==> src/rtl/hazard_scoreboard_if.sv <==
// Issue/Decode/writeback bundle between the pipeline front end and the
// register hazard scoreboard.
interface hazard_scoreboard_if #(
  parameter int NREGS = 32,
  parameter int REG_W = 5,
  parameter int ROW_W = 5,
  parameter int NCHK  = 2,
  parameter int NWB   = 2,
  parameter int CNT_W = 16
);
  logic                    flush;
  logic                    iss_valid;
  logic [NCHK*REG_W-1:0]   iss_src;
  logic [NCHK-1:0]         iss_check;
  logic                    iss_dst_en;
  logic [REG_W-1:0]        iss_dst;
  logic [ROW_W-1:0]        iss_row;
  logic                    iss_stalled;
  logic [NCHK*REG_W-1:0]   id_src;
  logic [NCHK-1:0]         id_check;
  logic                    id_stalled;
  logic [NWB-1:0]          wb_valid;
  logic [NWB*REG_W-1:0]    wb_dst;
  logic [NWB*ROW_W-1:0]    wb_row;
  logic [NREGS-1:0]        pending_vec;
  logic [CNT_W-1:0]        stall_cycles;

  modport master (
    output flush, iss_valid, iss_src, iss_check, iss_dst_en, iss_dst, iss_row,
           id_src, id_check, wb_valid, wb_dst, wb_row,
    input  iss_stalled, id_stalled, pending_vec, stall_cycles
  );

  modport slave (
    input  flush, iss_valid, iss_src, iss_check, iss_dst_en, iss_dst, iss_row,
           id_src, id_check, wb_valid, wb_dst, wb_row,
    output iss_stalled, id_stalled, pending_vec, stall_cycles
  );
endinterface

==> src/rtl/hazard_scoreboard.sv <==
// Per-register pending-write scoreboard: sets on issue, clears on a writeback
// carrying the matching row tag, and produces Issue/Decode stalls.
module hazard_scoreboard #(
  parameter int NREGS     = 32,
  parameter int REG_W     = 5,
  parameter int ROW_W     = 5,
  parameter int NCHK      = 2,
  parameter int NWB       = 2,
  parameter int WB_BYPASS = 1,
  parameter int CNT_W     = 16
) (
  input logic              clk,
  input logic              rst,
  hazard_scoreboard_if.slave sb
);
  localparam int NIDX = 1 << REG_W;

  logic [NREGS-1:0] pending_reg;
  logic [ROW_W-1:0] row_reg [NREGS];
  logic [CNT_W-1:0] cnt_reg;

  logic [NREGS-1:0] wb_clr;
  logic [NREGS-1:0] busy_vec;
  logic [NIDX-1:0]  busy_ext;
  logic             iss_stalled;
  logic             id_stalled;
  logic             issue_fire;

  // A writeback clears only when its row tag matches the live allocation.
  generate
    for (genvar gi = 0; gi < NREGS; gi++) begin : g_reg
      logic [NWB-1:0] hit;
      for (genvar gp = 0; gp < NWB; gp++) begin : g_port
        assign hit[gp] = sb.wb_valid[gp]
                      && (sb.wb_dst[gp*REG_W +: REG_W] == REG_W'(gi))
                      && pending_reg[gi]
                      && (row_reg[gi] == sb.wb_row[gp*ROW_W +: ROW_W]);
      end
      assign wb_clr[gi] = |hit;
    end
  endgenerate

  assign busy_vec = pending_reg & ~((WB_BYPASS != 0) ? wb_clr : '0);

  // Indices beyond NREGS read as idle through the zero padding.
  always_comb begin
    busy_ext = '0;
    busy_ext[NREGS-1:0] = busy_vec;
    busy_ext[0] = 1'b0;
  end

  always_comb begin
    iss_stalled = 1'b0;
    for (int k = 0; k < NCHK; k++) begin
      if (sb.iss_check[k] && busy_ext[sb.iss_src[k*REG_W +: REG_W]])
        iss_stalled = 1'b1;
    end
    iss_stalled = iss_stalled && sb.iss_valid;
  end

  // The in-flight Issue destination blocks Decode readers even when Issue stalls.
  always_comb begin
    id_stalled = iss_stalled;
    for (int k = 0; k < NCHK; k++) begin
      if (sb.id_check[k] && (sb.id_src[k*REG_W +: REG_W] != '0)
          && (busy_ext[sb.id_src[k*REG_W +: REG_W]]
              || (sb.iss_valid && sb.iss_dst_en
                  && (sb.iss_dst == sb.id_src[k*REG_W +: REG_W]))))
        id_stalled = 1'b1;
    end
  end

  assign issue_fire = sb.iss_valid && !iss_stalled && sb.iss_dst_en && (sb.iss_dst != '0);

  always_ff @(posedge clk or posedge rst) begin
    if (rst) begin
      pending_reg <= '0;
      for (int r = 0; r < NREGS; r++) row_reg[r] <= '0;
    end else if (sb.flush) begin
      pending_reg <= '0;
    end else begin
      for (int r = 1; r < NREGS; r++) begin
        if (issue_fire && (sb.iss_dst == REG_W'(r))) begin
          pending_reg[r] <= 1'b1;
          row_reg[r]     <= sb.iss_row;
        end else if (wb_clr[r]) begin
          pending_reg[r] <= 1'b0;
        end
      end
    end
  end

  always_ff @(posedge clk or posedge rst) begin
    if (rst)
      cnt_reg <= '0;
    else if (iss_stalled && (cnt_reg != '1))
      cnt_reg <= cnt_reg + 1'b1;
  end

  assign sb.iss_stalled  = iss_stalled;
  assign sb.id_stalled   = id_stalled;
  assign sb.pending_vec  = pending_reg;
  assign sb.stall_cycles = cnt_reg;
endmodule

==> src/flat_wrapper.sv <==
// flat-port wrapper written by rule: the top's interface ports become plain ports
module hazard_scoreboard_flat 
#(
  parameter int NREGS     = 32,
  parameter int REG_W     = 5,
  parameter int ROW_W     = 5,
  parameter int NCHK      = 2,
  parameter int NWB       = 2,
  parameter int WB_BYPASS = 1,
  parameter int CNT_W     = 16
)
  (clk, rst, sb_flush, sb_iss_valid, sb_iss_src, sb_iss_check, sb_iss_dst_en, sb_iss_dst, sb_iss_row, sb_id_src, sb_id_check, sb_wb_valid, sb_wb_dst, sb_wb_row, sb_iss_stalled, sb_id_stalled, sb_pending_vec, sb_stall_cycles);
  hazard_scoreboard_if #(.NREGS(NREGS), .REG_W(REG_W), .ROW_W(ROW_W), .NCHK(NCHK), .NWB(NWB), .CNT_W(CNT_W)) sb_i ();
  input logic clk;
  input logic rst;
  input wire logic [$bits(sb_i.flush)-1:0] sb_flush;
  input wire logic [$bits(sb_i.iss_valid)-1:0] sb_iss_valid;
  input wire logic [$bits(sb_i.iss_src)-1:0] sb_iss_src;
  input wire logic [$bits(sb_i.iss_check)-1:0] sb_iss_check;
  input wire logic [$bits(sb_i.iss_dst_en)-1:0] sb_iss_dst_en;
  input wire logic [$bits(sb_i.iss_dst)-1:0] sb_iss_dst;
  input wire logic [$bits(sb_i.iss_row)-1:0] sb_iss_row;
  input wire logic [$bits(sb_i.id_src)-1:0] sb_id_src;
  input wire logic [$bits(sb_i.id_check)-1:0] sb_id_check;
  input wire logic [$bits(sb_i.wb_valid)-1:0] sb_wb_valid;
  input wire logic [$bits(sb_i.wb_dst)-1:0] sb_wb_dst;
  input wire logic [$bits(sb_i.wb_row)-1:0] sb_wb_row;
  output wire logic [$bits(sb_i.iss_stalled)-1:0] sb_iss_stalled;
  output wire logic [$bits(sb_i.id_stalled)-1:0] sb_id_stalled;
  output wire logic [$bits(sb_i.pending_vec)-1:0] sb_pending_vec;
  output wire logic [$bits(sb_i.stall_cycles)-1:0] sb_stall_cycles;
  assign sb_i.flush = sb_flush;
  assign sb_i.iss_valid = sb_iss_valid;
  assign sb_i.iss_src = sb_iss_src;
  assign sb_i.iss_check = sb_iss_check;
  assign sb_i.iss_dst_en = sb_iss_dst_en;
  assign sb_i.iss_dst = sb_iss_dst;
  assign sb_i.iss_row = sb_iss_row;
  assign sb_i.id_src = sb_id_src;
  assign sb_i.id_check = sb_id_check;
  assign sb_i.wb_valid = sb_wb_valid;
  assign sb_i.wb_dst = sb_wb_dst;
  assign sb_i.wb_row = sb_wb_row;
  assign sb_iss_stalled = sb_i.iss_stalled;
  assign sb_id_stalled = sb_i.id_stalled;
  assign sb_pending_vec = sb_i.pending_vec;
  assign sb_stall_cycles = sb_i.stall_cycles;
  hazard_scoreboard #(.NREGS(NREGS), .REG_W(REG_W), .ROW_W(ROW_W), .NCHK(NCHK), .NWB(NWB), .WB_BYPASS(WB_BYPASS), .CNT_W(CNT_W)) u_core (.clk(clk), .rst(rst), .sb(sb_i));
endmodule
==> config.mk <==
export PLATFORM = sky130hd
export DESIGN_NAME = hazard_scoreboard_flat
export DESIGN_NICKNAME = d
export VERILOG_FILES = /design/src/rtl/hazard_scoreboard_if.sv /design/src/rtl/hazard_scoreboard.sv /design/src/flat_wrapper.sv
export SDC_FILE = /design/constraint.sdc
export NUM_CORES = 1
export LEC_CHECK = 0
export CAP_MARGIN = 25
export CORE_MARGIN = 4
export CORE_UTILIZATION = 40
export CTS_CLUSTER_SIZE = 8
export DETAILED_ROUTE_END_ITERATION = 8
export GPL_ROUTABILITY_DRIVEN = 0
export GPL_TIMING_DRIVEN = 0
export HOLD_SLACK_MARGIN = 0.06
export MAX_ROUTING_LAYER = met4
export PLACE_DENSITY = 0.65
export SLEW_MARGIN = 20
export SYNTH_ARGS = -nofsm -noshare
export SYNTH_HDL_FRONTEND = slang
export SYNTH_SLANG_ARGS = --single-unit
==> constraint.sdc <==
create_clock -name clk -period 7.9 [get_ports clk]
set_clock_uncertainty 0.2 [all_clocks]
set_input_delay 1.58 -clock clk [delete_from_list [all_inputs] [get_ports clk]]
set_output_delay 1.58 -clock clk [all_outputs]
set_load 0.05 [all_outputs]
==> out/metrics.cfg, run 1 <==
[min_path]
hp-start = u_core.sb.stall_cycles[5]$_DFFE_PP0P_
min_to = u_core.sb.stall_cycles[5]$_DFFE_PP0P_
hold_class = register to register
hold_depth = 1

[timing]
max_freq_mhz = 128
slew_headroom = 0.211
slew_viol_final = 0
rsz0062_at_grt = no
hold_viol = 0
min_period_ns = 7.83
setup_viol = 0
final.setup.worst_slack_ns = 0.0671
period_share = 0.992
tightestPinTransition_ns = 1.17

[detailed_routing]
ant_nets = 0
vias = 11592
drtIter0Drc = 1249
via_per_inst = 6.10
post_drt_wl_per_cell_um = 27.5
drt_pre_antenna_iters = 5
drc = 0
wirelength_mm = 52.2

[floorplanning]
core-area_um2 = 34500
die_area_um2 = 38100
io_pins = 111
die_w_um = 195
die_h_um = 195
initial_core_util = 0.406
core.rowCount = 68

[global_route]
grt_pass1_wl_mm = 76.4
grt_pass1_vias = 11394
gr-usage-met2 = 0.414
top_usage_layer = met2
grtUsageMet1 = 0.366
met3_usage = 0.0557
globalRouteOverflowTotal = 0
grt_usage = 0.273
grt_max_degree = 105
antenna_found_initial = 2

[run_status]
outcome = completed

[synthesis]
yosysWarnings = 5
netlist_area_um2 = 14000
ys_seq_area_frac = 0.360
synthCells = 1315
synth.distinct_cells = 78
synth_seq_cells = 202
synth_flop_cell = dfrtp_1
synth-edff-count = 0
synth_area_per_cell_um2 = 10.7
ys_async_sr_fraction = 1.00
syn_nets = 1377

[pwr]
p_seq_frac = 0.410
clockPowerShare = 0.377
leakagePower_nw = 6.60
ir_worst_vdd_mv = 0.153
p_int_mw = 2.00
p_per_area_nw_per_um2 = 177
p_sw_mw = 0.894
pwr-share-comb = 0.213
sw_frac_of_total = 0.309

[cells_and_area]
fin_cells = 1899
final_nets = 1502
drive_above_1_share = 0.205
fill_cells = 3285
area_growth_pct = 16.3
largest_reg_flops = 155

[setup_path]
worstPathArrival_ns = 6.05
required_ns = 6.12
r2r_slack_ns = 3.58
worstPathMaxFanout = 8
timing.rr.start = u_core.row_reg[43]$_DFFE_PP0P_
crit_type = primary input to primary output
crit_path_end_kind = primary output
r2r_cells = 11
cp-start-kind = primary input
r2r-end = u_core.row_reg[66]$_DFFE_PP0P_

[clock_network]
clock_sinks = 202
clk_latency_ns = 0.55
cts.htree.levels = 1
cts_made_buffers = 29
ctsLongestPathBuffers = 3
cts-root-buf = clkbuf_16
clk_pin_slew_worst_paths_ns = 0.05
cts_setup_buffers = 0
cts_tree = yes

[placement]
io_buffers = 91
dp_hpwl_mm = 38.6
dp_slack_ns = 0.0798
dpl.cell_count = 1863

[job]
max-cap-violations = 0

## routing by layer
layer	up-vias	routed length (um)
met3	168	5040
met5	-	0
met1	5808	21700
li1	4960	-
met2	656	23400
met4	0	2150
## worst max path at each step
stage               cells past startpoint  slack, ns          from                              end
finish                                 11       0.07  sb_wb_dst[4]                    sb_id_stalled
global route                           14       0.03  sb_wb_row[7]                    sb_id_stalled
CTS                                    11       0.06  sb_wb_dst[6]                    sb_id_stalled
detailed placement                     11       0.08  sb_wb_dst[6]                    sb_id_stalled
global placement                        2      -2.16           rst  u_core.row_reg[124]$_DFFE_PP0P_
floorplan                               1       0.61           rst    u_core.row_reg[0]$_DFFE_PP0P_
## cells by family (layout without fill, tap and decap cells)
family	after synthesis	count (layout)	synth area share
xor+xnor	335	335	0.210
simple gates	335	335	0.154
flops	202	202	0.360
mux	174	174	0.149
compound gates	155	155	0.0845
buf+inv	112	237	0.0414
fa+ha+maj	1	1	0.000892
other cells	1	5	0.000267
## synthesized netlist by cell type (5+ instances only)
| library cell | count | share of area |
|---|---|---|
| mux4_2 | 6 | 0.0096 |
| nor2b_1 | 13 | 0.0058 |
| o32ai_1 | 10 | 0.0062 |
| nand4_1 | 63 | 0.028 |
| nor4_1 | 15 | 0.0067 |
| and3_1 | 5 | 0.0022 |
| nor4_4 | 14 | 0.021 |
| nor3_1 | 22 | 0.0079 |
| mux2_1 | 5 | 0.0040 |
| or4_1 | 5 | 0.0027 |
| nand3_1 | 44 | 0.016 |
| a21oi_1 | 9 | 0.0032 |
| or2_2 | 10 | 0.0045 |
| inv_1 | 18 | 0.0048 |
| buf_4 | 10 | 0.0054 |
| or3_1 | 8 | 0.0036 |
| a21o_1 | 17 | 0.0091 |
| dfrtp_1 | 202 | 0.36 |
| mux2i_1 | 10 | 0.0071 |
| nor3_2 | 10 | 0.0071 |
| o21ai_0 | 29 | 0.010 |
| buf_6 | 12 | 0.0096 |
| clkbuf_1 | 39 | 0.010 |
| buf_2 | 26 | 0.0093 |
| buf_1 | 5 | 0.0013 |
| mux2_2 | 133 | 0.11 |
| xor2_1 | 81 | 0.051 |
| xnor2_1 | 253 | 0.16 |
| a211oi_1 | 7 | 0.0037 |
| o41ai_1 | 19 | 0.012 |
| nor2_1 | 54 | 0.014 |
| o21bai_1 | 13 | 0.0070 |
| nand2b_1 | 5 | 0.0022 |
| and4bb_2 | 5 | 0.0045 |
| mux2_4 | 20 | 0.021 |
| nand2_1 | 36 | 0.0096 |
## worst max-delay path, stage by stage
cell	delay (ns)
clkdlybuf4s50_1	0.65
and4_1	0.46
nand4_1	0.14
nor4_1	0.91
nor2_1	0.28
mux4_2	0.58
mux2i_1	0.16
nor2_1	0.06
a211oi_1	0.26
o211ai_1	0.21
clkdlybuf4s50_1	0.76
## layout make-up
class                      count  area (um2)  area share
multi-input combinational   1001        8400       0.515
sequential                   202        5050       0.310
timing repair buffer          94         948      0.0581
clock buffer                  30         729      0.0447
tap                          455         569      0.0349
buffer                        92         507      0.0311
inverter                      20        82.6     0.00506
antenna                        4        10.0    0.000614
clock inverter                 1        7.51    0.000460
## power by group through the flow
stage / combinational, mW / clock, mW / sequential, mW
final: 0.615 / 1.09 / 1.19
after global routing: 0.650 / 1.14 / 1.19
after CTS: 0.607 / 1.10 / 1.18
after detailed placement: 0.604 / 0 / 1.20
after global placement: 0.589 / 0 / 1.20
after floorplan: 0.372 / 0 / 1.23
## layout by cell type (no fill, tap or decap), types with 12 or more instances in the layout
cell type,n
xnor2_1,253
dfrtp_1,202
mux2_2,133
clkdlybuf4s50_1,91
xor2_1,81
nand4_1,63
nor2_1,54
nand3_1,44
clkbuf_1,40
nand2_1,36
o21ai_0,29
clkbuf_16,29
buf_2,28
nor3_1,22
mux2_4,20
o41ai_1,19
inv_1,17
a21o_1,17
nor4_1,15
nor4_4,14
nor2b_1,13
o21bai_1,13
buf_6,12
## stage by stage
step	hold WS (ns)	util	total power, mW	area, um2	TNS, ns
final	0.291	0.472	2.89	16300	0
after global routing	0.313	0.472	2.98	16300	0
after CTS	0.297	0.472	2.89	16300	0
after detailed placement	0.288	0.450	1.80	15600	0
after global placement	0.281	0.449	1.79	15500	-432.60
after floorplan	0.326	-	1.60	14000	0
## what timing repair did
action / in CTS / in global routing
gates resized for setup: 0 / 1
hold buffers: 0 / 0
endpoints found under the setup margin: 0 / 1
No activity file was read; power rests on OpenSTA's default activity.
==> run 2: changes to the inputs <==
--- a/config.mk
+++ b/config.mk
@@ -7,14 +7,14 @@
 export LEC_CHECK = 0
 export CAP_MARGIN = 25
 export CORE_MARGIN = 4
-export CORE_UTILIZATION = 40
+export CORE_UTILIZATION = 34
 export CTS_CLUSTER_SIZE = 8
 export DETAILED_ROUTE_END_ITERATION = 8
 export GPL_ROUTABILITY_DRIVEN = 0
 export GPL_TIMING_DRIVEN = 0
 export HOLD_SLACK_MARGIN = 0.06
 export MAX_ROUTING_LAYER = met4
-export PLACE_DENSITY = 0.65
+export PLACE_DENSITY = 0.6
 export SLEW_MARGIN = 20
 export SYNTH_ARGS = -nofsm -noshare
 export SYNTH_HDL_FRONTEND = slang
==> constraint.sdc (replaced) <==
create_clock -name clk -period 6.7 [get_ports clk]
set_clock_uncertainty 0.2 [all_clocks]
set_input_delay 1.34 -clock clk [delete_from_list [all_inputs] [get_ports clk]]
set_output_delay 1.34 -clock clk [all_outputs]
set_load 0.05 [all_outputs]
==> run 2 against run 1 <==
Against the previous run:
- hold slack gained 0.0023 ns
- combinational power grew 21%
- design area is 2.4% higher
- register-to-register slack lost 1.1 ns
- clock-buffer cell count up 2
- sequential power grew 18%
- non-clock buffer count up 5
- sequential cell count is the same
- core utilization is 6.3 points lower
- die area grew 17%
- first-iteration DRC count is 15% higher
- largest power group unchanged
==> out/metrics.cfg, run 2 (synthesized netlist as in run 1, its figures left out) <==
[detailed_routing]
vias = 11540  ; -0.45%
drtIter0Drc = 1436  ; +15%
ant_nets = 0  ; unchanged
routed.top_layer = met4
via_per_inst = 5.82  ; -4.7%
post_drt_wl_per_cell_um = 27.3  ; -0.80%
drc = 0  ; unchanged
met1Wirelength_mm = 23.1  ; +6.5%
drt_pre_antenna_iters = 6  ; +1
dr_wl_met2_mm = 23.7  ; +1.5%
wl_met3_mm = 4.95  ; -1.9%
wirelength_mm = 54.1  ; +3.6%

[global_route]
grt_usage = 0.243  ; -0.0298
globalRouteOverflowTotal = 0  ; unchanged
grt_pass1_vias = 11431  ; +0.32%
grt_pass1_wl_mm = 78.6  ; +2.8%
grt_max_degree = 34  ; -68%
antenna_found_initial = 4  ; +2

[placement]
dp_hpwl_mm = 40.3  ; +4.4%
io_buffers = 91  ; unchanged

[timing]
slew_headroom = 0.232  ; +0.0206
hold_viol = 0  ; unchanged
fin_hold_ws_ns = 0.293  ; +0.00228 ns
slew_viol_final = 0  ; unchanged
max_freq_mhz = 151
period_share = 0.988
setup_viol = 0  ; unchanged
timing.setup.tns_ns = 0  ; unchanged
min_period_ns = 6.62
tightestPinTransition_ns = 1.15  ; -0.0200 ns
rsz0062_at_grt = no

[clock_network]
cts_setup_buffers = 0  ; unchanged
clk_latency_ns = 0.56  ; about the same
cts_tree = yes
clk_pin_slew_worst_paths_ns = 0.05  ; about the same
cts-root-buf = clkbuf_16
cts.htree.levels = 1  ; unchanged
ctsLongestPathBuffers = 3  ; unchanged
hold_buffers = 0  ; unchanged
cts_made_buffers = 29  ; unchanged
clock_sinks = 202  ; unchanged

[cells_and_area]
area_growth_pct = 19.1
fill_cells = 3952  ; +20%
seqCellArea_um2 = 5050  ; unchanged
layout_common_cells = xnor2_1 (253), dfrtp_1 (202), mux2_2 (133), clkdlybuf4s50_1 (89), xor2_1 (81)
drive_above_1_share = 0.224  ; +0.0196
multi_input_area_um2 = 8570  ; +2.0%
layout_commonest_cell = xnor2_1
largest_reg_flops = 155  ; unchanged
final_nets = 1507  ; +0.33%

[floorplanning]
initial_core_util = 0.343  ; -0.0625
die_area_um2 = 44600  ; +17%
io_pins = 111  ; unchanged
die_w_um = 211  ; +8.1%
die_h_um = 211  ; +8.1%
core-area_um2 = 40800  ; +18%
core.rowCount = 74  ; +8.8%

[setup_path]
crit_type = primary input to primary output
worstPathArrival_ns = 5.08  ; -0.97 ns
crit_slowest_cell = clkdlybuf4s50_1
cp-start-kind = primary input
r2r_slack_ns = 2.47  ; -1.11 ns
worstPathMaxFanout = 8  ; unchanged
critical-path-max-stage-delay_ns = 0.68  ; -0.23 ns
path_buf_inv = 3  ; +1
crit_path_end_kind = primary output
cp_cell_sequence = clkdlybuf4s50_1 -> and4bb_2 -> nand4_1 -> o41ai_1 -> a41oi_2 -> mux2i_1 -> o311ai_0 -> nand4_1 -> nand2_1 -> nand2_1 -> inv_1 -> dlygate4sd2_1
required_ns = 5.16  ; -0.96 ns
path_delay_family = buffers and inverters

[pwr]
ir_worst_vdd_mv = 0.198  ; +30%
p_per_area_nw_per_um2 = 206  ; +16%
leakagePower_nw = 6.69  ; +1.3%

[run_status]
outcome = completed

[job]
max-cap-violations = 0  ; unchanged

[min_path]
hold_class = register to register

run 2: final cells by class:
| class | count | area share |
|---|---|---|
| flip-flops and latches | 202 | 0.303 |
| well taps | 532 | 0.0399 |
| plain buffers | 92 | 0.0315 |
| clock inverters | 2 | 0.000824 |
| inverters | 20 | 0.00472 |
| multi-input cells | 1001 | 0.513 |
| diodes | 3 | 0.000450 |
| clock buffers | 32 | 0.0441 |
| repair buffers | 99 | 0.0623 |
run 2: worst paths after layout:
kind                                                        from                                    end  cells after the start
setup / recovery                                    sb_wb_dst[4]                         sb_iss_stalled                     12
hold / removal             u_core.sb.stall_cycles[5]$_DFFE_PP0P_  u_core.sb.stall_cycles[5]$_DFFE_PP0P_                      1
setup reg to reg                  u_core.row_reg[33]$_DFFE_PP0P_        u_core.row_reg[141]$_DFFE_PP0P_                     11
hold reg to reg            u_core.sb.stall_cycles[5]$_DFFE_PP0P_  u_core.sb.stall_cycles[5]$_DFFE_PP0P_                      1
max in group asynchronous                                    rst         u_core.row_reg[81]$_DFFE_PP0P_                      5
min in group asynchronous                                    rst  u_core.sb.pending_vec[26]$_DFFE_PP0P_                      2
run 2: what timing repair did:
| item | in CTS | in global routing |
|---|---|---|
| pin swaps | 0 | 1 |
| endpoints found under the setup margin | 2 | 1 |
| resized for setup | 24 | 16 |
| hold endpoints to repair | 0 | 0 |
run 2: report_power, final:
| part | switching, mW | internal [mW] |
|---|---|---|
| Clock | 0.538 | 0.760 |
| Combinational | 0.437 | 0.306 |
| Sequential | 0.0951 | 1.30 |
| Total | 1.07 | 2.37 |
run 2: through the flow:
step                total power, mW  cell area (um2)  setup slack (ns)  utilization  std cells
global route                   3.56            16700            0.0900        0.409       1983
finish                         3.44            16700            0.0829        0.409       1983
detailed placement             2.14            15700            -0.581        0.385       1945
global placement               2.11            15600             -1.05        0.382       1938
floorplan                      1.89            14000             0.910            -       1315
CTS                            3.44            16600            0.0191        0.407       1979
run 2: per-layer routing:
metal,global-route usage,vias to the layer above
li1,-,4974
met1,0.339,5743
met2,0.362,676
met3,0.0367,147
met4,0.0870,0
met5,-,-
